### src/rtl/i2c_test_pkg.sv
// Shared types and constants for the multi-target I2C traffic sequencer.
package i2c_test_pkg;

  typedef enum logic [2:0] {
    ST_IDLE    = 3'd0,
    ST_WR_REQ  = 3'd1,
    ST_WR_DATA = 3'd2,
    ST_RD_REQ  = 3'd3,
    ST_RD_DATA = 3'd4,
    ST_NEXT    = 3'd5,
    ST_DONE    = 3'd6
  } test_state_e;

  // Bit offsets of the fields inside first_err.
  localparam int FE_TGT_LSB = 24;
  localparam int FE_IDX_LSB = 16;
  localparam int FE_EXP_LSB = 8;
  localparam int FE_GOT_LSB = 0;

  // Sentinel index/data values recorded for non-data errors.
  localparam logic [7:0] IDX_NACK    = 8'hFF;
  localparam logic [7:0] IDX_TIMEOUT = 8'hFE;
  localparam logic [7:0] GOT_NACK    = 8'hFF;

  function automatic logic [31:0] pack_first_err(logic [7:0] tgt, logic [7:0] idx,
                                                 logic [7:0] exp, logic [7:0] got);
    logic [31:0] r;
    r = 32'd0;
    r[FE_TGT_LSB +: 8] = tgt;
    r[FE_IDX_LSB +: 8] = idx;
    r[FE_EXP_LSB +: 8] = exp;
    r[FE_GOT_LSB +: 8] = got;
    return r;
  endfunction

  // 16-bit add that sticks at all-ones instead of wrapping.
  function automatic logic [15:0] sat_add16(logic [15:0] a, logic [1:0] n);
    logic [16:0] s;
    s = {1'b0, a} + {15'd0, n};
    return s[16] ? 16'hFFFF : s[15:0];
  endfunction

endpackage

### src/rtl/i2c_multi_target_tester_if.sv
// Request/data handshake between the sequencer and a transaction-level I2C master.
interface i2c_multi_target_tester_if;
  logic       txn_valid;
  logic       txn_ready;
  logic       txn_rw;
  logic [6:0] txn_addr;
  logic [7:0] txn_reg;
  logic [4:0] txn_len;
  logic       wr_req;
  logic [7:0] wr_data;
  logic       rd_valid;
  logic [7:0] rd_data;
  logic       txn_done;
  logic       txn_nack;

  // Sequencer side: issues requests and write bytes.
  modport master (
    output txn_valid, txn_rw, txn_addr, txn_reg, txn_len, wr_data,
    input  txn_ready, wr_req, rd_valid, rd_data, txn_done, txn_nack
  );

  // I2C master side: accepts requests and returns data/status.
  modport slave (
    input  txn_valid, txn_rw, txn_addr, txn_reg, txn_len, wr_data,
    output txn_ready, wr_req, rd_valid, rd_data, txn_done, txn_nack
  );
endinterface

### src/rtl/i2c_test_pattern_chk.sv
// Pattern generator and read-back comparator: pat(t,i) = seed + t*len + i (mod 256).
module i2c_test_pattern_chk #(
  parameter int         BURST_LEN = 4,
  parameter logic [7:0] PAT_SEED  = 8'hA5
) (
  input  logic [2:0] cur_tgt_i,
  input  logic [4:0] cur_idx_i,
  input  logic [7:0] got_i,
  input  logic [2:0] nxt_tgt_i,
  input  logic [4:0] nxt_idx_i,
  output logic [7:0] exp_o,
  output logic       mismatch_o,
  output logic [7:0] nxt_pat_o
);

  function automatic logic [7:0] pat(logic [2:0] tgt, logic [4:0] idx);
    return PAT_SEED + 8'({5'd0, tgt} * 8'(BURST_LEN)) + {3'd0, idx};
  endfunction

  // Expected byte for the current read slot and the write byte for the next cycle.
  always_comb begin
    exp_o      = pat(cur_tgt_i, cur_idx_i);
    mismatch_o = (got_i != exp_o);
    nxt_pat_o  = pat(nxt_tgt_i, nxt_idx_i);
  end

endmodule

### src/rtl/i2c_multi_target_tester.sv
// Self-checking I2C traffic sequencer: write/read-back/compare a burst per target.
module i2c_multi_target_tester
  import i2c_test_pkg::*;
#(
  parameter int                         NUM_TARGETS  = 2,
  parameter logic [7*NUM_TARGETS-1:0]   TARGET_ADDRS = {7'h50, 7'h51},
  parameter int                         BURST_LEN    = 4,
  parameter logic [7:0]                 BASE_REG     = 8'h00,
  parameter logic [7:0]                 PAT_SEED     = 8'hA5,
  parameter int                         LOOPS        = 1,
  parameter int                         TIMEOUT_CYC  = 100000
) (
  input  logic                           clk,
  input  logic                           rst,
  input  logic                           start,
  input  logic                           stop,
  i2c_multi_target_tester_if.master      bus,
  output logic [2:0]                     test_state,
  output logic                           busy,
  output logic                           done,
  output logic                           pass,
  output logic [15:0]                    err_cnt,
  output logic [31:0]                    first_err,
  output logic                           led_ti,
  output logic                           led_tr
);

  localparam logic [2:0]  LAST_T     = 3'(NUM_TARGETS - 1);
  localparam logic [4:0]  BL5        = 5'(BURST_LEN);
  localparam logic [31:0] WD_LAST    = 32'(TIMEOUT_CYC - 1);
  localparam logic [31:0] LOOPS32    = 32'(LOOPS);
  localparam logic        LOOPS_FIN  = (LOOPS != 0);

  test_state_e state_q, state_d;
  logic [2:0]  t_q, t_d;
  logic [4:0]  i_q, i_d;
  logic [31:0] loop_q, loop_d;
  logic [31:0] wd_q, wd_d;
  logic [15:0] err_cnt_q, err_cnt_d;
  logic [31:0] first_err_q, first_err_d;
  logic        txn_valid_q, txn_valid_d;
  logic        txn_rw_q, txn_rw_d;
  logic [6:0]  txn_addr_q, txn_addr_d;
  logic [7:0]  txn_reg_q, txn_reg_d;
  logic [4:0]  txn_len_q, txn_len_d;
  logic [7:0]  wr_data_q, wr_data_d;
  logic        busy_q, busy_d;
  logic        done_q, done_d;
  logic        pass_q, pass_d;
  logic        led_ti_q, led_ti_d;
  logic        led_tr_q, led_tr_d;

  logic        clear_s, txn_end_s, ev_byte_s, ev_term_s, timeout_s, in_txn_q_s;
  logic [31:0] cand_byte_s, cand_term_s;
  logic [4:0]  rd_cnt_s;
  logic [1:0]  err_add_s;
  logic [7:0]  tgt8_s, rd_exp_s, wr_pat_s;
  logic        rd_mismatch_s;
  logic [6:0]  addr_sel_s;

  i2c_test_pattern_chk #(.BURST_LEN(BURST_LEN), .PAT_SEED(PAT_SEED)) u_pat (
    .cur_tgt_i  (t_q),
    .cur_idx_i  (i_q),
    .got_i      (bus.rd_data),
    .nxt_tgt_i  (t_d),
    .nxt_idx_i  (i_d),
    .exp_o      (rd_exp_s),
    .mismatch_o (rd_mismatch_s),
    .nxt_pat_o  (wr_pat_s)
  );

  assign tgt8_s     = {5'd0, t_q};
  assign in_txn_q_s = (state_q == ST_WR_REQ) || (state_q == ST_WR_DATA) ||
                      (state_q == ST_RD_REQ) || (state_q == ST_RD_DATA);
  assign timeout_s  = in_txn_q_s && (wd_q == WD_LAST);

  // FSM next state, burst index, target/loop advance and error events.
  always_comb begin
    state_d     = state_q;
    t_d         = t_q;
    i_d         = i_q;
    loop_d      = loop_q;
    clear_s     = 1'b0;
    txn_end_s   = 1'b0;
    ev_byte_s   = 1'b0;
    ev_term_s   = 1'b0;
    cand_byte_s = 32'd0;
    cand_term_s = 32'd0;
    rd_cnt_s    = i_q;
    case (state_q)
      ST_IDLE, ST_DONE: begin
        if (start) begin
          state_d = ST_WR_REQ;
          t_d     = 3'd0;
          i_d     = 5'd0;
          loop_d  = 32'd0;
          clear_s = 1'b1;
        end else begin
          state_d = state_q;
        end
      end
      ST_WR_REQ, ST_RD_REQ: begin
        if (timeout_s) begin
          state_d     = ST_NEXT;
          ev_term_s   = 1'b1;
          cand_term_s = pack_first_err(tgt8_s, IDX_TIMEOUT, 8'h00, 8'h00);
        end else if (txn_valid_q && bus.txn_ready) begin
          state_d = (state_q == ST_WR_REQ) ? ST_WR_DATA : ST_RD_DATA;
          i_d     = 5'd0;
        end else begin
          state_d = state_q;
        end
      end
      ST_WR_DATA: begin
        // Bytes requested past the burst length are not counted.
        if (bus.wr_req && (i_q < BL5)) begin
          i_d = i_q + 5'd1;
        end else begin
          i_d = i_q;
        end
        if (bus.txn_done) begin
          i_d       = 5'd0;
          txn_end_s = 1'b1;
          if (bus.txn_nack) begin
            state_d     = ST_NEXT;
            ev_term_s   = 1'b1;
            cand_term_s = pack_first_err(tgt8_s, IDX_NACK, 8'h00, GOT_NACK);
          end else begin
            state_d = ST_RD_REQ;
          end
        end else if (timeout_s) begin
          state_d     = ST_NEXT;
          ev_term_s   = 1'b1;
          cand_term_s = pack_first_err(tgt8_s, IDX_TIMEOUT, 8'h00, 8'h00);
        end else begin
          state_d = state_q;
        end
      end
      ST_RD_DATA: begin
        // The byte arriving with txn_done is compared before the short-read test.
        if (bus.rd_valid && (i_q < BL5)) begin
          rd_cnt_s    = i_q + 5'd1;
          ev_byte_s   = rd_mismatch_s;
          cand_byte_s = pack_first_err(tgt8_s, {3'd0, i_q}, rd_exp_s, bus.rd_data);
        end else begin
          rd_cnt_s = i_q;
        end
        i_d = rd_cnt_s;
        if (bus.txn_done) begin
          i_d       = 5'd0;
          txn_end_s = 1'b1;
          state_d   = ST_NEXT;
          if (bus.txn_nack) begin
            ev_term_s   = 1'b1;
            cand_term_s = pack_first_err(tgt8_s, IDX_NACK, 8'h00, GOT_NACK);
          end else if (rd_cnt_s < BL5) begin
            ev_term_s   = 1'b1;
            cand_term_s = pack_first_err(tgt8_s, {3'd0, rd_cnt_s}, 8'h00, 8'h00);
          end else begin
            ev_term_s = 1'b0;
          end
        end else if (timeout_s) begin
          state_d     = ST_NEXT;
          ev_term_s   = 1'b1;
          cand_term_s = pack_first_err(tgt8_s, IDX_TIMEOUT, 8'h00, 8'h00);
        end else begin
          state_d = state_q;
        end
      end
      ST_NEXT: begin
        i_d = 5'd0;
        if (t_q == LAST_T) begin
          t_d    = 3'd0;
          loop_d = loop_q + 32'd1;
        end else begin
          t_d    = t_q + 3'd1;
          loop_d = loop_q;
        end
        if (stop || (LOOPS_FIN && (loop_d == LOOPS32))) begin
          state_d = ST_DONE;
        end else begin
          state_d = ST_WR_REQ;
        end
      end
      default: begin
        state_d = ST_IDLE;
      end
    endcase
  end

  // Address of the target addressed by the request being set up.
  always_comb begin
    addr_sel_s = 7'd0;
    for (int k = 0; k < NUM_TARGETS; k++) begin
      addr_sel_s = (t_d == 3'(k)) ? TARGET_ADDRS[7*k +: 7] : addr_sel_s;
    end
  end

  // Watchdog, error accounting and next values of all registered outputs.
  always_comb begin
    if (((state_d == ST_WR_REQ) || (state_d == ST_RD_REQ)) && (state_d != state_q)) begin
      wd_d = 32'd0;
    end else if ((state_d == ST_WR_REQ) || (state_d == ST_WR_DATA) ||
                 (state_d == ST_RD_REQ) || (state_d == ST_RD_DATA)) begin
      wd_d = wd_q + 32'd1;
    end else begin
      wd_d = 32'd0;
    end

    err_add_s = {1'b0, ev_byte_s} + {1'b0, ev_term_s};
    if (clear_s) begin
      err_cnt_d   = 16'd0;
      first_err_d = 32'd0;
    end else begin
      err_cnt_d   = sat_add16(err_cnt_q, err_add_s);
      first_err_d = ((err_cnt_q == 16'd0) && (err_add_s != 2'd0)) ?
                    (ev_byte_s ? cand_byte_s : cand_term_s) : first_err_q;
    end

    txn_valid_d = (state_d == ST_WR_REQ) || (state_d == ST_RD_REQ);
    txn_rw_d    = (state_d == ST_RD_REQ) || (state_d == ST_RD_DATA);
    txn_addr_d  = ((state_d == ST_WR_REQ) || (state_d == ST_WR_DATA) ||
                   (state_d == ST_RD_REQ) || (state_d == ST_RD_DATA)) ? addr_sel_s : 7'd0;
    txn_reg_d   = BASE_REG;
    txn_len_d   = BL5;
    wr_data_d   = (state_d == ST_WR_DATA) ? wr_pat_s : 8'h00;
    busy_d      = (state_d != ST_IDLE) && (state_d != ST_DONE);
    done_d      = (state_d == ST_DONE);
    pass_d      = (state_d == ST_DONE) && (err_cnt_d == 16'd0);
    led_tr_d    = pass_d;
    led_ti_d    = led_ti_q ^ txn_end_s;
  end

  // State and output registers with synchronous reset.
  always_ff @(posedge clk) begin
    if (rst) begin
      state_q     <= ST_IDLE;
      t_q         <= 3'd0;
      i_q         <= 5'd0;
      loop_q      <= 32'd0;
      wd_q        <= 32'd0;
      err_cnt_q   <= 16'd0;
      first_err_q <= 32'd0;
      txn_valid_q <= 1'b0;
      txn_rw_q    <= 1'b0;
      txn_addr_q  <= 7'd0;
      txn_reg_q   <= 8'd0;
      txn_len_q   <= 5'd0;
      wr_data_q   <= 8'd0;
      busy_q      <= 1'b0;
      done_q      <= 1'b0;
      pass_q      <= 1'b0;
      led_ti_q    <= 1'b0;
      led_tr_q    <= 1'b0;
    end else begin
      state_q     <= state_d;
      t_q         <= t_d;
      i_q         <= i_d;
      loop_q      <= loop_d;
      wd_q        <= wd_d;
      err_cnt_q   <= err_cnt_d;
      first_err_q <= first_err_d;
      txn_valid_q <= txn_valid_d;
      txn_rw_q    <= txn_rw_d;
      txn_addr_q  <= txn_addr_d;
      txn_reg_q   <= txn_reg_d;
      txn_len_q   <= txn_len_d;
      wr_data_q   <= wr_data_d;
      busy_q      <= busy_d;
      done_q      <= done_d;
      pass_q      <= pass_d;
      led_ti_q    <= led_ti_d;
      led_tr_q    <= led_tr_d;
    end
  end

  assign bus.txn_valid = txn_valid_q;
  assign bus.txn_rw    = txn_rw_q;
  assign bus.txn_addr  = txn_addr_q;
  assign bus.txn_reg   = txn_reg_q;
  assign bus.txn_len   = txn_len_q;
  assign bus.wr_data   = wr_data_q;
  assign test_state    = state_q;
  assign busy          = busy_q;
  assign done          = done_q;
  assign pass          = pass_q;
  assign err_cnt       = err_cnt_q;
  assign first_err     = first_err_q;
  assign led_ti        = led_ti_q;
  assign led_tr        = led_tr_q;

endmodule

### src/flat_wrapper.sv
// flat-port wrapper written by rule: the top's interface ports become plain ports
module i2c_multi_target_tester_flat import i2c_test_pkg::*;
#(
  parameter int                         NUM_TARGETS  = 2,
  parameter logic [7*NUM_TARGETS-1:0]   TARGET_ADDRS = {7'h50, 7'h51},
  parameter int                         BURST_LEN    = 4,
  parameter logic [7:0]                 BASE_REG     = 8'h00,
  parameter logic [7:0]                 PAT_SEED     = 8'hA5,
  parameter int                         LOOPS        = 1,
  parameter int                         TIMEOUT_CYC  = 100000
)
  (clk, rst, start, stop, test_state, busy, done, pass, err_cnt, first_err, led_ti, led_tr, bus_txn_valid, bus_txn_rw, bus_txn_addr, bus_txn_reg, bus_txn_len, bus_wr_data, bus_txn_ready, bus_wr_req, bus_rd_valid, bus_rd_data, bus_txn_done, bus_txn_nack);
  i2c_multi_target_tester_if bus_i ();
  input  logic clk;
  input  logic rst;
  input  logic start;
  input  logic stop;
  output logic [2:0] test_state;
  output logic busy;
  output logic done;
  output logic pass;
  output logic [15:0] err_cnt;
  output logic [31:0] first_err;
  output logic led_ti;
  output logic led_tr;
  output wire logic [$bits(bus_i.txn_valid)-1:0] bus_txn_valid;
  output wire logic [$bits(bus_i.txn_rw)-1:0] bus_txn_rw;
  output wire logic [$bits(bus_i.txn_addr)-1:0] bus_txn_addr;
  output wire logic [$bits(bus_i.txn_reg)-1:0] bus_txn_reg;
  output wire logic [$bits(bus_i.txn_len)-1:0] bus_txn_len;
  output wire logic [$bits(bus_i.wr_data)-1:0] bus_wr_data;
  input wire logic [$bits(bus_i.txn_ready)-1:0] bus_txn_ready;
  input wire logic [$bits(bus_i.wr_req)-1:0] bus_wr_req;
  input wire logic [$bits(bus_i.rd_valid)-1:0] bus_rd_valid;
  input wire logic [$bits(bus_i.rd_data)-1:0] bus_rd_data;
  input wire logic [$bits(bus_i.txn_done)-1:0] bus_txn_done;
  input wire logic [$bits(bus_i.txn_nack)-1:0] bus_txn_nack;
  assign bus_txn_valid = bus_i.txn_valid;
  assign bus_txn_rw = bus_i.txn_rw;
  assign bus_txn_addr = bus_i.txn_addr;
  assign bus_txn_reg = bus_i.txn_reg;
  assign bus_txn_len = bus_i.txn_len;
  assign bus_wr_data = bus_i.wr_data;
  assign bus_i.txn_ready = bus_txn_ready;
  assign bus_i.wr_req = bus_wr_req;
  assign bus_i.rd_valid = bus_rd_valid;
  assign bus_i.rd_data = bus_rd_data;
  assign bus_i.txn_done = bus_txn_done;
  assign bus_i.txn_nack = bus_txn_nack;
  i2c_multi_target_tester #(.NUM_TARGETS(NUM_TARGETS), .TARGET_ADDRS(TARGET_ADDRS), .BURST_LEN(BURST_LEN), .BASE_REG(BASE_REG), .PAT_SEED(PAT_SEED), .LOOPS(LOOPS), .TIMEOUT_CYC(TIMEOUT_CYC)) u_core (.clk(clk), .rst(rst), .start(start), .stop(stop), .bus(bus_i), .test_state(test_state), .busy(busy), .done(done), .pass(pass), .err_cnt(err_cnt), .first_err(first_err), .led_ti(led_ti), .led_tr(led_tr));
endmodule
### config.mk
export PLATFORM = sky130hd
export DESIGN_NAME = i2c_multi_target_tester_flat
export DESIGN_NICKNAME = d
export VERILOG_FILES = /design/src/rtl/i2c_test_pkg.sv /design/src/rtl/i2c_multi_target_tester_if.sv /design/src/rtl/i2c_test_pattern_chk.sv /design/src/rtl/i2c_multi_target_tester.sv /design/src/flat_wrapper.sv
export SDC_FILE = /design/constraint.sdc
export NUM_CORES = 1
export LEC_CHECK = 0
export CORE_MARGIN = 1
export CORE_UTILIZATION = 60
export DETAILED_ROUTE_END_ITERATION = 10
export PLACE_DENSITY = 0.92
export RECOVER_POWER = 100
export SETUP_SLACK_MARGIN = 0.02
export SYNTH_ARGS = -nofsm -noshare
export SYNTH_HDL_FRONTEND = slang
export SYNTH_SLANG_ARGS = --single-unit
export TNS_END_PERCENT = 10
### constraint.sdc
create_clock -name clk -period 7.66 [get_ports clk]
set_clock_uncertainty 0.05 [all_clocks]
set_input_delay 1.532 -clock clk [delete_from_list [all_inputs] [get_ports clk]]
set_output_delay 1.532 -clock clk [all_outputs]
set_load 0.03 [all_outputs]
==> impl_metrics.toml, run 1 <==
[run_status]
status = "complete, but fails checks"
violations = "max-capacitance violations, max-slew violations"

[sta]
rsz0062_at_grt = "no"
report.final.slew_viol_count = 75
whs_ps = 406.7
worst_pin_slew_ps = 2417
hold_viol_final = 0
slew_headroom_pct = -61.11
finalSetupTns_ps = 0
finalCriticalPeriod_ps = 5638
setup_viol_count_final = 0
period_share_pct = 73.61
fmaxAchievable_mhz = 177.4

[synth]
yosys_warnings = 0
synth_area_sq_um = 7797
synth-seq-cells = 133
async_reset_ff_share_pct = 0
synth_top_area_share_pct = 34.15
synthDistinctLibCells = 74
synth-seq-area-share_pct = 34.15
synth_common_cells = "dfxtp_1, nor2_1, nand2_1"
ys.flop_type = "dfxtp_1"
yosys.cell_count.top_type = "dfxtp_1"
synth_edf_count = 0
synth.avg_cell_area_sq_um = 7.924
yosysTopAreaCell = "dfxtp_1"
synthCells = 984
synthTopCellsByArea = "dfxtp_1, nor2_1, a21oi_1"

[die]
core_sq_um = 12670
io_pins = 103
rows = 41
dieHeight_um = 116
floorplan.initialDensity_pct = 61.54
die_x_um = 116
die-area_sq_um = 13460

[global_route]
gr-total-overflow = 0
grt_first_pass_wirelength_um = 31920
track_usage_pct = 30.17
antenna_found_initial = 2
grt_pass1_vias = 6757
grt_start_max_net_pins = 42

[detailed_routing]
wl_um = 19990
first_iter_violations = 728
dr.pass1.iters = 5
viasPerCell = 6.101
wire_per_inst_um = 16.57
vias = 7358
drc = 0
antenna_left = 0

[final_layout]
utilization_pct = 71.12
nets = 1062
synthToLayoutAreaGrowth_pct = 15.56
drive_above_1_share_pct = 6.298

[critical_path]
cp-start-kind = "input port"
slowest_stage = "dlygate4sd3_1"
path_class = "in2reg"
reg2reg_to = "u_core.pass"
r2r-start = "u_core.t_q[1]"
required_ps = 7850
crit_top_cell = "inv_1"
ff2ff_path_depth = 19
r2r_setup_slack_ps = 2220
path_cells = "dlygate4sd3_1, inv_1, a21oi_1, or2_2, nor2b_1, inv_1, ha_1, ha_1, inv_1, fa_1, and4b_1, nand3_1, nor3_1, nand4_1, o211ai_1, nor4b_1, a21oi_1, nor4_1"
cp-end-kind = "register"
worst_ep_arrival_time_ps = 5830
cp_top_family = "simple AND/OR/NAND/NOR gates"
path_buf_inv = 4
slowest_delay_ps = 680
path_max_fanout = 14

[power]
p_leak_nw = 3.345
ir_drop_mv = 0.1398
p_per_area_nw_per_um2 = 177.9

[clock_network]
clkLatencyLatePin_ps = 420
clkTransAtPathRegs_ps = 60
cts_sinks = 133
htreeDepth = 4
cts_tree = "yes"
cts_inserted_buffers = 17
cts-resized-gates = 0
ctsHoldBuffers = 0
cts_setup_buffers = 0
cts_buffer_depth = 2
cts-root-buf = "clkbuf_16"

[place]
hpwl_um = 13210
gp_congestion = 0.9277
io_buffers = 81

[min_path]
whs_path_depth = 2
hp-start = "u_core.first_err[10]"
hp-class = "reg2reg"
min_to = "u_core.first_err[10]"

[flow_run]
maxCapViolations = 2
## worst max-delay path by stage
stage,start,endpoint,slack (ps),cells past startpoint
after detailed placement,bus_txn_done,u_core.pass,1780,18
after global placement,bus_txn_done,u_core.pass,1910,18
after global routing,bus_txn_done,u_core.pass,1630,18
after floorplan,bus_rd_data[4],u_core.pass,2720,17
after CTS,bus_txn_done,u_core.pass,2150,18
final,bus_txn_done,u_core.pass,2020,18
## tightest hold or removal path, delay by kind of cell, from the launching register on
kind            cells  cell delay [ps]
flops               1              310
simple gates        1               50
compound gates      1               50
## sequential cells by signal, indices dropped and copies added (netlist names), 2 cells and up
register and count:
u_core.loop_q 32, u_core.wd_q 32, u_core.first_err 25, u_core.err_cnt 16
u_core.bus.wr_data 8, u_core.i_q 5, u_core.t_q 3, u_core.test_state 3
u_core.bus.txn_addr 2
## logic make-up (layout without fill, tap and decap cells)
family / after synthesis / in the layout / share of synthesized area (%)
flip-flops: 133 / 133 / 34.15
buffers and inverters: 117 / 145 / 7.509
other: 1 / 23 / 0.04809
AO/OA/AOI/OAI: 198 / 198 / 15.97
XOR/XNOR: 65 / 65 / 7.478
adder cells (fa/ha/maj): 25 / 25 / 4.300
multiplexers: 5 / 5 / 0.6739
AND/OR/NAND/NOR: 440 / 440 / 29.88
## final cells by class
class	instances	area (sq um)
Inverter	27	101.3
Clock buffer	20	466.7
Multi-Input combinational cell	754	4604
Antenna cell	2	5.005
Sequential cell	133	2663
Timing Repair Buffer	87	852.1
Clock inverter	11	103.9
Tap cell	172	215.2
Fill cell	909	3660
## cell usage in the layout (no fill, tap or decap), drive strengths merged, types with 12 or more instances in the layout
master / netlist / layout
and3: 22 / 22
dlygate4sd3: 0 / 68
a21oi: 71 / 71
nor3: 31 / 31
clkdlybuf4s50: 0 / 13
xnor2: 32 / 32
nand3: 52 / 52
inv: 27 / 27
nor4: 18 / 18
nor2: 115 / 115
clkbuf: 43 / 21
and2: 14 / 14
and4: 13 / 13
nor2b: 12 / 12
ha: 22 / 22
xor2: 32 / 32
nand2: 83 / 83
nand4: 32 / 32
o21ai: 40 / 40
dfxtp: 133 / 133
a31oi: 18 / 18
conb: 1 / 21
## routing by layer
metal  global-route usage, %  part of all wire (%)
met4                   11.45                   1.7
met5                       0                     0
met2                   51.98                    49
met1                   36.27                    42
met3                   7.322                   7.8
## metrics by stage
step / worst slack [ps] / area, sq um / power (mW) / instances
floorplan: 2718 / 7873 / 0.8126 / 1004
global placement: 1908 / 8459 / 0.8342 / 1173
detailed placement: 1785 / 8459 / 0.8360 / 1173
CTS: 2150 / 9030 / 1.606 / 1204
global route: 1634 / 9011 / 1.647 / 1206
finish: 2022 / 9011 / 1.603 / 1206
## report_power, final
part | switching [mW] | total [mW] | internal, mW
Sequential | 0.00655 | 0.704 | 0.698
Clock | 0.314 | 0.783 | 0.470
Combinational | 0.0813 | 0.116 | 0.0346
Total | 0.402 | 1.60 | 1.20
No activity file was read; power rests on OpenSTA's default activity.
==> run 2, diff against run 1 <==
--- a/config.mk
+++ b/config.mk
@@ -6,9 +6,9 @@
 export NUM_CORES = 1
 export LEC_CHECK = 0
 export CORE_MARGIN = 1
-export CORE_UTILIZATION = 60
+export CORE_UTILIZATION = 51
 export DETAILED_ROUTE_END_ITERATION = 10
-export PLACE_DENSITY = 0.92
+export PLACE_DENSITY = 0.84
 export RECOVER_POWER = 100
 export SETUP_SLACK_MARGIN = 0.02
 export SYNTH_ARGS = -nofsm -noshare
==> constraint.sdc (replaced) <==
create_clock -name clk -period 4.64 [get_ports clk]
set_clock_uncertainty 0.05 [all_clocks]
set_input_delay 0.928 -clock clk [delete_from_list [all_inputs] [get_ports clk]]
set_output_delay 0.928 -clock clk [all_outputs]
set_load 0.03 [all_outputs]
==> run 2 against run 1 <==
Compared with the run above:
- the flow finishes with violations (design-rule violations, max-capacitance violations, max-slew violations)
- critical path depth shrank 6
- setup slack lost 1800 ps
- die area grew 17%
- combinational power grew 71%
- sequential power grew 65%
- wire length shrank 0.62%
- critical endpoint is now u_core.bus.wr_data[5]
- highest routed layer unchanged
==> impl_metrics.toml, run 2 (synthesized netlist as in run 1, its figures left out) <==
[run_status]
status = "complete, but fails checks"
violations = "design-rule violations, max-capacitance violations, max-slew violations"

[global_route]
track_usage_pct = 25.70
gr-total-overflow = 0
antenna_found_initial = 0
grt_pass1_vias = 6819
grt_start_max_net_pins = 37
grt_first_pass_wirelength_um = 33190

[final_layout]
multiInputGateArea_sq_um = 4676
drive_above_1_share_pct = 9.160
synthToLayoutAreaGrowth_pct = 18.21
final_cell_mix = "dfxtp_1, nor2_1, nand2_1"
fillers = 1220
layout_commonest_cell = "dfxtp_1"
nets = 1077
n_antenna_cell = 0
ff_latch_area_sq_um = 2663

[detailed_routing]
first_iter_violations = 614
vias = 7322
dr.pass1.iters = 11
wire_per_inst_um = 16.12
antenna_left = 0
viasPerCell = 5.943
drc = 12
wl_um = 19860

[critical_path]
required_ps = 4910
reg2reg_to = "u_core.bus.wr_data[5]"
path_max_fanout = 36
ff2ff_path_depth = 12
path_cells = "buf_4, nand3b_1, clkbuf_1, o31a_1, o21ai_0, o31ai_1, ha_1, ha_1, a21o_1, a21oi_1, xnor2_1, nor2_1"
slowest_delay_ps = 1170
path_class = "reg2reg"
cp-start-kind = "register"
crit_top_cell = "ha_1"
cp_top_family = "compound AO/OA/AOI/OAI gates"
cp-end-kind = "register"
crit_start = "u_core.test_state[1]"
r2r-start = "u_core.test_state[1]"
crit_path_end = "u_core.bus.wr_data[5]"
cp.depth = 12
path_buf_inv = 2
slowest_stage = "clkbuf_1"
r2r_setup_slack_ps = 220
worst_ep_arrival_time_ps = 4680

[clock_network]
cts_setup_buffers = 0
cts_inserted_buffers = 17
htreeDepth = 4
cts_tree = "yes"
ctsHoldBuffers = 0
cts_buffer_depth = 2
clkLatencyLatePin_ps = 430
cts_sinks = 133
cts-root-buf = "clkbuf_16"
clkTransAtPathRegs_ps = 60

[die]
die_x_um = 125.7
dieHeight_um = 125.7
rows = 44
floorplan.initialDensity_pct = 53.05
io_pins = 103
die-area_sq_um = 15790
core_sq_um = 14700

[sta]
fmaxAchievable_mhz = 226.4
finalCriticalPeriod_ps = 4417
hold_viol_final = 0
setup_viol_count_final = 0
period_share_pct = 95.20
finalSetupTns_ps = 0
worst_pin_slew_ps = 1632
slew_headroom_pct = -8.783
report.final.slew_viol_count = 70

[min_path]
hp-class = "reg2reg"

[power]
p_leak_nw = 3.455
ir_drop_mv = 0.2830
p_per_area_nw_per_um2 = 295.2
finalPower_mw = 2.721

[flow_run]
maxCapViolations = 2

[place]
hpwl_um = 13580
gp_congestion = 0.8809
io_buffers = 81
[run 2: stage by stage]
stage / area [sq um] / hold slack, ps / utilization [%] / setup WS (ps) / std cells
finish: 9218 / 397.3 / 62.71 / 222.8 / 1232
global route: 9218 / 425.2 / 62.71 / -1.616 / 1232
CTS: 9190 / 400.6 / 62.52 / 141.7 / 1232
detailed placement: 8593 / 394.6 / 58.46 / 3.692 / 1200
global placement: 8593 / 390.0 / 58.46 / 135.1 / 1200
floorplan: 7874 / 388.6 / - / 84.44 / 1004
[run 2: area by class of cell]
type / count / area share [%]
clock buffer: 19 / 4.914
clock inverter: 13 / 1.561
inverter: 27 / 1.099
multi-input combinational: 754 / 50.73
sequential: 133 / 28.89
tap: 184 / 2.498
timing repair buffer: 102 / 10.32
[run 2: worst register-to-register path, cell delays in order, from the launching register on]
cell	delay, ps
dfxtp_1	460
buf_4	220
nand3b_1	120
clkbuf_1	1170
o31a_1	740
o21ai_0	160
o31ai_1	160
ha_1	340
ha_1	340
a21o_1	190
a21oi_1	170
xnor2_1	130
nor2_1	50
[run 2: layer usage]
metal  track usage [%]  part of all wire, %  up-vias
li1                  -                    -     3575
met1             33.32                   43     3432
met2             42.58                   48      275
met3             5.353                  7.1       40
met4             8.465                  2.0        0
met5                 0                    0        -
[run 2: timing repair]
| item | 4_1_cts | 5_1_grt |
|---|---|---|
| resized for setup | 0 | 14 |
| endpoints found under the setup margin | 0 | 11 |
| endpoints found under the hold margin | 0 | 0 |
[run 2: where the power goes]
part | total, mW | internal (mW) | switching [mW]
Clock | 1.36 | 0.827 | 0.536
Combinational | 0.198 | 0.0624 | 0.136
Sequential | 1.16 | 1.15 | 0.00846
Total | 2.72 | 2.04 | 0.681
[run 2: how the worst min path moves through the flow]
stage                          end           startpoint  depth (start not counted)
6_report       u_core.first_err[9]  u_core.first_err[9]                          2
5_1_grt        u_core.first_err[9]  u_core.first_err[9]                          2
4_1_cts        u_core.first_err[9]  u_core.first_err[9]                          2
3_5_place_dp   u_core.first_err[9]  u_core.first_err[9]                          2
3_3_place_gp   u_core.first_err[9]  u_core.first_err[9]                          2
2_1_floorplan       u_core.wd_q[0]       u_core.wd_q[0]                          1
